===== src/rtl/warmboot_pkg.sv =====
// Shared types and constants for the SB_WARMBOOT request sequencer.
package warmboot_pkg;

   typedef enum logic [2:0] {
      IDLE,
      ARMED,
      SETUP,
      FIRE,
      DONE
   } state_t;

   localparam logic [1:0] IMG0 = 2'b00;
   localparam logic [1:0] IMG1 = 2'b01;
   localparam logic [1:0] IMG2 = 2'b10;
   localparam logic [1:0] IMG3 = 2'b11;

   localparam int DEF_SETUP_CYCLES   = 16;
   localparam int DEF_PULSE_CYCLES   = 4;
   localparam int DEF_CONFIRM_CYCLES = 4194304;

   function automatic int max3(input int a, input int b, input int c);
      int m;
      m = (a > b) ? a : b;
      return (m > c) ? m : c;
   endfunction

endpackage


===== src/rtl/warmboot_sequencer.sv =====
// Sequences S1/S0 and BOOT for SB_WARMBOOT from a valid/ready image request.
// Optional two-step confirmation is enabled with `define WARMBOOT_CONFIRM_EN.
module warmboot_sequencer
   import warmboot_pkg::*;
#(
   parameter int SETUP_CYCLES   = DEF_SETUP_CYCLES,
   parameter int PULSE_CYCLES   = DEF_PULSE_CYCLES,
   parameter int CONFIRM_CYCLES = DEF_CONFIRM_CYCLES
) (
   input  logic       clk,
   input  logic       rst,
   input  logic       req_valid,
   input  logic [1:0] req_image,
   output logic       req_ready,
   input  logic       cancel,
   output logic       busy,
   output logic       boot_o,
   output logic       s1_o,
   output logic       s0_o
);

   localparam int CW = $clog2(max3(SETUP_CYCLES, PULSE_CYCLES, CONFIRM_CYCLES) + 1);
   localparam logic [CW-1:0] SETUP_LAST = CW'(SETUP_CYCLES - 1);
   localparam logic [CW-1:0] PULSE_LAST = CW'(PULSE_CYCLES - 1);

   state_t        state, stateNext;
   logic [CW-1:0] count, countNext;
   logic          bootNext;
   logic [1:0]    imgNext;

`ifdef WARMBOOT_CONFIRM_EN
   localparam logic [CW-1:0] CONFIRM_LAST = CW'(CONFIRM_CYCLES - 1);
   logic [1:0] pending, pendingNext;
`endif

   assign req_ready = (state == IDLE) || (state == ARMED);
   assign busy      = (state != IDLE);

   // State, counter and the three SB_WARMBOOT drivers all come straight from flops.
   always_ff @(posedge clk) begin
      if (rst) begin
         state        <= IDLE;
         count        <= '0;
         boot_o       <= 1'b0;
         {s1_o, s0_o} <= IMG0;
`ifdef WARMBOOT_CONFIRM_EN
         pending      <= IMG0;
`endif
      end else begin
         state        <= stateNext;
         count        <= countNext;
         boot_o       <= bootNext;
         {s1_o, s0_o} <= imgNext;
`ifdef WARMBOOT_CONFIRM_EN
         pending      <= pendingNext;
`endif
      end
   end

   // Next-state logic; in IDLE a handshake always beats cancel.
   always_comb begin
      stateNext = state;
      countNext = count;
      bootNext  = boot_o;
      imgNext   = {s1_o, s0_o};
`ifdef WARMBOOT_CONFIRM_EN
      pendingNext = pending;
`endif
      case (state)
         IDLE: begin
            bootNext = 1'b0;
            if (req_valid) begin
               countNext = '0;
`ifdef WARMBOOT_CONFIRM_EN
               pendingNext = req_image;
               stateNext   = ARMED;
`else
               imgNext   = req_image;
               stateNext = SETUP;
`endif
            end
         end
`ifdef WARMBOOT_CONFIRM_EN
         ARMED: begin
            bootNext = 1'b0;
            if (cancel) begin
               countNext = '0;
               stateNext = IDLE;
            end else if (req_valid) begin
               countNext = '0;
               if (req_image == pending) begin
                  imgNext   = req_image;
                  stateNext = SETUP;
               end else begin
                  pendingNext = req_image;
               end
            end else if (count == CONFIRM_LAST) begin
               countNext = '0;
               stateNext = IDLE;
            end else begin
               countNext = count + 1'b1;
            end
         end
`endif
         SETUP: begin
            bootNext = 1'b0;
            if (cancel) begin
               countNext = '0;
               imgNext   = IMG0;
               stateNext = IDLE;
            end else if (count == SETUP_LAST) begin
               countNext = '0;
               bootNext  = 1'b1;
               stateNext = FIRE;
            end else begin
               countNext = count + 1'b1;
            end
         end
         FIRE: begin
            if (count == PULSE_LAST) begin
               countNext = '0;
               bootNext  = 1'b0;
               stateNext = DONE;
            end else begin
               countNext = count + 1'b1;
            end
         end
         DONE: begin
            bootNext = 1'b0;
         end
         default: begin
            stateNext = IDLE;
         end
      endcase
   end

endmodule

===== config.mk =====
export PLATFORM = sky130hd
export DESIGN_NAME = warmboot_sequencer
export DESIGN_NICKNAME = d
export VERILOG_FILES = /design/src/rtl/warmboot_pkg.sv /design/src/rtl/warmboot_sequencer.sv
export SDC_FILE = /design/constraint.sdc
export NUM_CORES = 1
export LEC_CHECK = 0
export BUFFER_PORTS_ARGS = -buffer_cell sky130_fd_sc_hd__buf_2
export CAP_MARGIN = 25
export CORE_ASPECT_RATIO = 1.75
export CORE_MARGIN = 8
export CORE_UTILIZATION = 40
export DETAILED_ROUTE_END_ITERATION = 6
export PLACE_DENSITY_LB_ADDON = 0.25
export SLEW_MARGIN = 20
export SYNTH_ARGS = -nofsm -noshare
export SYNTH_HDL_FRONTEND = slang
export SYNTH_SLANG_ARGS = --single-unit

===== constraint.sdc =====
create_clock -name clk -period 2.1 [get_ports clk]
set_input_delay 0.315 -clock clk [delete_from_list [all_inputs] [get_ports clk]]
set_output_delay 0.315 -clock clk [all_outputs]
set_load 0.01 [all_outputs]

==> impl_summary.log, run 1 <==
[metrics] outcome: complete, no violations
[metrics] number of placement rows: 29
[metrics] number of global-route vias before repair: 1342
[metrics] Reg2Reg Capture Point: count[19]
[metrics] worst clock skew on the final layout: 4.81 ps
[metrics] slew at the pin with the worst max-slew slack: 506 ps
[metrics] worst hold slack: 309 ps
[metrics] quantity of gates resized following cts: 0
[metrics] combinational group share of total power: 6.8%
[metrics] Num CTS Buffers: 5
[metrics] Power Internal: 883 uW
[metrics] CTS clk-pin slew, worst paths: roughly 60 ps
[metrics] cells along the critical path: nor4_1 -> nand3_1 -> o21a_2 -> o31ai_4 -> buf_12 -> nor3_2
[metrics] register-to-register setup slack: 280 ps
[metrics] die footprint: 0.00599 sq mm
[metrics] antenna violations before repair: 0
[metrics] Static Leak: between 0.0005 and 0.0006 uW
[metrics] cell with the largest stage delay on the worst path: nor4_1
[metrics] via density per instance: 5.52
[metrics] Iter 0 DRT Violations: 55
[metrics] uppermost layer routed: met4
[metrics] fin. max-slew vios: 0
[metrics] final cycle utilization of the critical path: 86.8%
[metrics] buffer cell driving the clock tree root: clkbuf_8
[metrics] WP buf/inv: 1
[metrics] overall routing resource usage: 13.4%
[metrics] TritonCTS sink count: 29
[metrics] family with the most delay on the worst path: simple AND/OR/NAND/NOR gates
[metrics] peak per-stage delay on the critical path: between 300 and 400 ps
[metrics] # port buffers: 10
[metrics] final sum of negative setup slack: 0 ps
[metrics] RD Place Congestion: 0.817
[metrics] detailed placer's ending HPWL: approximately 2.6 mm
[metrics] portion of total power attributed to the clock network: between 40 and 50%
[metrics] number of maximum-capacitance constraint violations: 0
[metrics] Setup Buffers After CTS: 0
[metrics] count of fill cells added during filler insertion: 362
[metrics] slew margin rel.: 66.3%
[metrics] critical path class: flip-flop to flip-flop
[metrics] fraction of power spent switching nets: 23.4%
[metrics] global-route wire length before repair: ~6 mm
[metrics] TritonCTS clock tree: built
[metrics] H-tree lvl count: 2
[metrics] Vias: 1330
[metrics] maximum net fanout on the critical path: 20
[metrics] maximum operating frequency: 549 MHz
[metrics] unique cell type count in the Yosys netlist: 39
[metrics] first-pass detailed-route iteration total: 5
[metrics] endpoint required time on the critical path: 2270 ps
[metrics] P&R area growth vs syn: 15.4%
[metrics] clock insertion delay at the later pin of the skew report: 290 ps
[metrics] type of the worst min-delay path: input pin to flip-flop
[metrics] Yosys warning total: 0
[metrics] sequential-to-total area share from yosys stat: 39.2%
[metrics] Wirelength per Cell: about 15 microns
[metrics] share of cells above drive strength 1: between 10% and 20%
[metrics] global route total overflow: 0
[metrics] part of the total power dissipated in sequential elements: 48.6%
[metrics] Worst EP arrival: 1990 ps
[metrics] met1 WL: around 1.3 mm
[metrics] number of stages on the worst hold path: 3
[metrics] unrepaired setup endpoints after global routing: no
[metrics] total power density per cell area: 674 mW/mm^2
[metrics] Die Y: between 90 and 100 microns
[metrics] FF+latch count, synth: 29
[metrics] syn avg cell area: 8.42 sq um
[metrics] DR WL met2: 1.85 mm
[metrics] effective utilization at floorplan: 41.3%
[metrics] post-route ant nets: 0
[metrics] Final Critical Period: between 1500 and 2000 ps
[metrics] final number of setup-violating endpoints: 0
[metrics] placeable core area: 0.00359 sq mm
[metrics] Ant. Diodes: 0
[metrics] endpoint of the worst hold path: s0_o
[metrics] total detailed-routing wirelength: 3.52 mm
[metrics] hold-fix buffers at CTS: 0
[metrics] Worst R2R Path Depth: 6
[metrics] gate count of the mapped netlist: roughly 180
[metrics] top-level port count: 11
[metrics] pin count of the biggest net entering global routing: 21
[metrics] post-synthesis instance area: 0.00148 sq mm
[metrics] Net Count, Synth: 183
[metrics] final hold viol count: 0
[metrics] Total Nets Final: 201
[metrics] startpoint of the worst register-to-register path: count[11]
[metrics] total length of routed met3 wires: about 210 microns
[metrics] maximum buffer depth of the clock tree: 2
[metrics] net switching component of the power: 270 uW
[metrics] Critical Path Start Type: flip-flop
[metrics] worst hold start: req_image[0]
[metrics] Worst setup EP type: flip-flop
[metrics] die extent in x: 62.0 microns
[metrics] Worst VDD drop: 0.000561 V
[metrics] post-route DRC violation count: 0
-- registers in the layout, summed over array words and instances, names as in the netlist --
| name | count |
|---|---|
| count | 23 |
| state | 3 |
| boot_o | 1 |
| s0_o | 1 |
| s1_o | 1 |
-- cell usage after synthesis, drive strengths merged --
library cell	instances	area [sq um]
a2bb2o	1	10.0
and4	1	8.76
buf	4	31.3
nor2	33	124
or2	1	6.26
nand2b	3	18.8
ha	1	12.5
and4bb	1	12.5
nand4	9	56.3
a2111oi	1	27.5
xor2	8	70.1
nor4	7	43.8
o31ai	2	28.8
inv	8	30.0
nor3	6	35.0
o21ai	5	25.0
nand3	7	40.0
a211oi	1	7.51
o21a	1	8.76
o41ai	1	8.76
and2	1	6.26
xnor2	11	96.3
and3	7	45.1
a21oi	11	58.8
nand2	10	37.5
dfxtp	29	581
o2111ai	1	15.0
nand4b	1	8.76
nor2b	2	12.5
nand3b	1	7.51
or3b	1	8.76
-- how the worst max path moves through the flow --
stage	start	to	slack, ps	depth (start not counted)
floorplan	count[0]	count[22]	500	6
detailed placement	count[11]	count[19]	310	6
finish	count[11]	count[19]	280	6
CTS	count[1]	count[10]	280	7
global route	count[1]	count[10]	130	7
global placement	count[11]	count[19]	320	6
-- routing by layer --
layer / up-vias / track usage, %
met1: 626 / 13.1
met4: 0 / 9.37
met5: - / 0
met2: 37 / 23.1
met3: 11 / 3.58
li1: 656 / -
-- layout make-up --
class	instances	area (sq um)	share of cell area, %
Sequential cell	29	581	33.9
Timing Repair Buffer	15	100	5.85
Inverter	8	30.0	1.76
Tap cell	46	57.6	3.37
Multi-Input combinational cell	135	841	49.2
Clock buffer	7	96.3	5.63
Clock inverter	1	5.00	0.293
-- power groups by stage --
| stage | clock network [uW] | registers [uW] | logic [uW] |
|---|---|---|---|
| after floorplan | 0 | 571 | 52.0 |
| after global placement | 0 | 572 | 77.0 |
| after detailed placement | 0 | 572 | 79.3 |
| after CTS | 529 | 560 | 79.4 |
| after global routing | 546 | 560 | 88.1 |
| final | 514 | 560 | 78.5 |
-- stage by stage --
| step | instances | power (uW) | cell area [sq um] | util, % | setup slack, ps |
|---|---|---|---|---|---|
| floorplan | 176 | 623 | 1480 | - | 496 |
| global placement | 233 | 649 | 1610 | 44.8 | 317 |
| detailed placement | 233 | 651 | 1610 | 44.8 | 310 |
| CTS | 241 | 1170 | 1710 | 47.6 | 281 |
| global route | 241 | 1190 | 1710 | 47.6 | 126 |
| finish | 241 | 1150 | 1710 | 47.6 | 277 |
-- cell families (layout without fill, tap and decap cells) --
logic type	after synthesis	after routing	share of synthesized area (%)
AOI/OAI and AO/OA	24	24	12.8
xor gates and xnor gates	19	19	11.2
buffers and inverters	12	31	4.13
DFF	29	29	39.2
adders and majority gates	1	1	0.844
and+or+nand+nor	91	91	31.8
-- layout by cell type, fill, tap and decap left out, types with 5 or more instances in the layout --
cell type  instances
buf_2             10
nor3_1             5
and3_1             6
nor2_1            33
xor2_1             8
nand3_1            6
clkbuf_8           7
nand2_1           10
dfxtp_1           29
nor4_1             7
a21oi_1           10
inv_1              8
nand4_1            9
xnor2_1           11
-- worst min-delay path, cell delays in order --
cell	delay [ps]
buf_2	100
nand4_1	70
a21oi_1	60
No activity file was read; power rests on OpenSTA's default activity.
==> run 2: changes to the inputs <==
- CORE_ASPECT_RATIO: 1.75 -> 2
- PLACE_DENSITY: unset -> 0.66
- PLACE_DENSITY_LB_ADDON: 0.25 -> unset
==> run 2 against run 1 <==
Net effect: hold slack better by 22 ps; largest power group unchanged; final area fell by 0.15%; flip-flop and latch count did not move; combinational power is 7.1% lower.
==> impl_summary.log, run 2 (synthesis results as in run 1) <==
[metrics] Vias: 1311 (-1.4%)
[metrics] Worst setup EP type: flip-flop
[metrics] TritonCTS clock tree: built
[metrics] die extent in x: 59.1 microns (-4.8%)
[metrics] Die Y: 102 microns (+5.8%)
[metrics] Wirelength per Cell: 14.8 microns (+1.1%)
[metrics] hold-fix buffers at CTS: 0 (unchanged)
[metrics] Worst EP arrival: 2030 ps (+40 ps)
[metrics] Final Critical Period: 1850 ps (+26.5 ps)
[metrics] total detailed-routing wirelength: 3.63 mm (+3.2%)
[metrics] leading registers by flop count: count: 23 flops, state: 3 flops
[metrics] clock insertion delay at the later pin of the skew report: 280 ps (about the same)
[metrics] Total Nets Final: 203 (+1.0%)
[metrics] TritonCTS sink count: 29 (unchanged)
[metrics] register-to-register setup slack: 250 ps (-30 ps)
[metrics] global-route wire length before repair: 6.22 mm (+3.9%)
[metrics] H-tree lvl count: 2 (unchanged)
[metrics] maximum net fanout on the critical path: 7 (-65%)
[metrics] peak per-stage delay on the critical path: 350 ps (-20 ps)
[metrics] effective utilization at floorplan: 41.5% (+0.27 points)
[metrics] final number of setup-violating endpoints: 0 (unchanged)
[metrics] worst-case setup slack after placement: 120 ps (-190 ps)
[metrics] cells along the critical path: ha_1 -> nand3_1 -> a2111oi_4 -> buf_4 -> nand4_1 -> xor2_1 -> nor2_1
[metrics] via density per instance: 5.33 (-3.4%)
[metrics] overall routing resource usage: 13.7% (+0.32 points)
[metrics] number of gates on the worst path with buffers counted: 7 (+1)
[metrics] pin count of the biggest net entering global routing: 21 (unchanged)
[metrics] slew at the pin with the worst max-slew slack: 515 ps (+9.46 ps)
[metrics] total power density per cell area: 633 mW/mm^2 (-6.0%)
[metrics] slew margin rel.: 65.7% (-0.63 points)
[metrics] critical path class: flip-flop to flip-flop
[metrics] post-route DRC violation count: 0 (unchanged)
[metrics] worst hold slack: 331 ps (+22.4 ps)
[metrics] Iter 0 DRT Violations: 27 (-51%)
[metrics] outcome: complete, no violations
[metrics] CTS clk-pin slew, worst paths: 60 ps (about the same)
[metrics] type of the worst min-delay path: input pin to flip-flop
[metrics] detailed placer's ending HPWL: 2.73 mm (+4.6%)
[metrics] number of flip-flops under the largest register name: 23 (unchanged)
[metrics] final hold viol count: 0 (unchanged)
[metrics] first-pass detailed-route iteration total: 4 (-1)
[metrics] number of maximum-capacitance constraint violations: 0 (unchanged)
[metrics] maximum buffer depth of the clock tree: 2 (unchanged)
[metrics] Worst R2R Path Depth: 7 (+1)
[metrics] die footprint: 0.00603 sq mm (+0.69%)
[metrics] maximum operating frequency: 541 MHz (-1.4%)
[metrics] worst clock skew on the final layout: 3.98 ps (-0.831 ps)
[metrics] fin. max-slew vios: 0 (unchanged)
[metrics] RD Place Congestion: 0.875 (+7.1%)
[metrics] Worst VDD drop: 0.000376 V (-33%)
[metrics] final sum of negative setup slack: 0 ps (unchanged)
[metrics] P&R area growth vs syn: 15.2%
[metrics] setup slack of the critical path after layout: 251 ps (-26.5 ps)
[metrics] number of stages on the worst hold path: 3 (unchanged)
[metrics] WP buf/inv: 1 (unchanged)
[metrics] cell with the largest stage delay on the worst path: dfxtp_1
[metrics] unrepaired setup endpoints after global routing: no
[metrics] most frequent cells in the layout: 33 x nor2_1, 29 x dfxtp_1, 11 x xnor2_1
[metrics] placeable core area: 0.00357 sq mm (-0.66%)
[metrics] number of global-route vias before repair: 1368 (+1.9%)
[metrics] final cycle utilization of the critical path: 88.1% (+1.3 points)
[metrics] share of cells above drive strength 1: 15.7% (-0.67 points)
[metrics] commonest non-fill, non-tap cell in the layout: nor2_1
[metrics] buffer cell driving the clock tree root: clkbuf_8
[metrics] post-route ant nets: 0 (unchanged)
[metrics] family with the most delay on the worst path: simple AND/OR/NAND/NOR gates
[metrics] top-level port count: 11 (unchanged)
[metrics] endpoint required time on the critical path: 2280 ps (about the same)
[metrics] global route total overflow: 0 (unchanged)
[metrics] Num CTS Buffers: 5 (unchanged)
[metrics] count of fill cells added during filler insertion: 379 (+4.7%)
[metrics] number of placement rows: 31 (+6.9%)
[metrics] Static Leak: 0.000583 uW (-0.82%)
[metrics] Largest Register: count
[metrics] Critical Path Start Type: flip-flop
[metrics] Ant. Diodes: 0 (unchanged)
[metrics] # port buffers: 10 (unchanged)
[metrics] antenna violations before repair: 0 (unchanged)
## run 2: cell count changes in the layout (fill, tap and decap cells not counted)
cell	delta
buf_4	+2
clkinv_2	-1
clkbuf_1	+3
clkbuf_8	-2
## run 2: area by class of cell
| class | count | area [sq um] | share of cell area [%] |
|---|---|---|---|
| clock buffer | 8 | 80.1 | 4.69 |
| sequential | 29 | 581 | 34.0 |
| timing repair buffer | 17 | 115 | 6.74 |
| tap | 49 | 61.3 | 3.59 |
| multi-input combinational | 135 | 841 | 49.2 |
| inverter | 8 | 30.0 | 1.76 |
## run 2: final timing paths
check,from,end
setup / recovery,count[0],count[10]
hold / removal,req_image[0],s0_o
setup reg to reg,count[0],count[10]
hold reg to reg,s1_o,s1_o
## run 2: timing repair
| action | in CTS | in global routing |
|---|---|---|
| buffers inserted | 0 | 1 |
| resized for setup | 0 | 0 |
| setup endpoints to repair | 0 | 5 |
## run 2: tightest hold or removal path, stage by stage
cell and delay [ps]:
buf_2 100, nand4_1 90, a21oi_1 70
## run 2: metrics by stage
step           power, uW  util, %  instance area, sq um  cells
6_report            1080     47.9                  1710    246
5_1_grt             1120     47.9                  1710    246
4_1_cts             1090     47.7                  1700    245
3_5_place_dp         648     45.4                  1620    237
3_3_place_gp         647     45.4                  1620    237
2_1_floorplan        623        -                  1480    176
## run 2: metal layers
| layer | wire length, microns | share of wire, % | up-vias | track usage, % |
|---|---|---|---|---|
| li1 | - | - | 660 | - |
| met1 | 1370 | 38 | 605 | 11.9 |
| met2 | 1850 | 51 | 27 | 23.9 |
| met3 | 138 | 3.8 | 19 | 3.78 |
| met4 | 279 | 7.7 | 0 | 13.2 |
| met5 | 0 | 0 | - | 0 |
## run 2: report_power, final
group	switching (uW)	internal, uW	total (uW)
logic	44.1	28.8	72.9
clock network	211	235	446
registers	6.53	556	562
total	261	820	1080
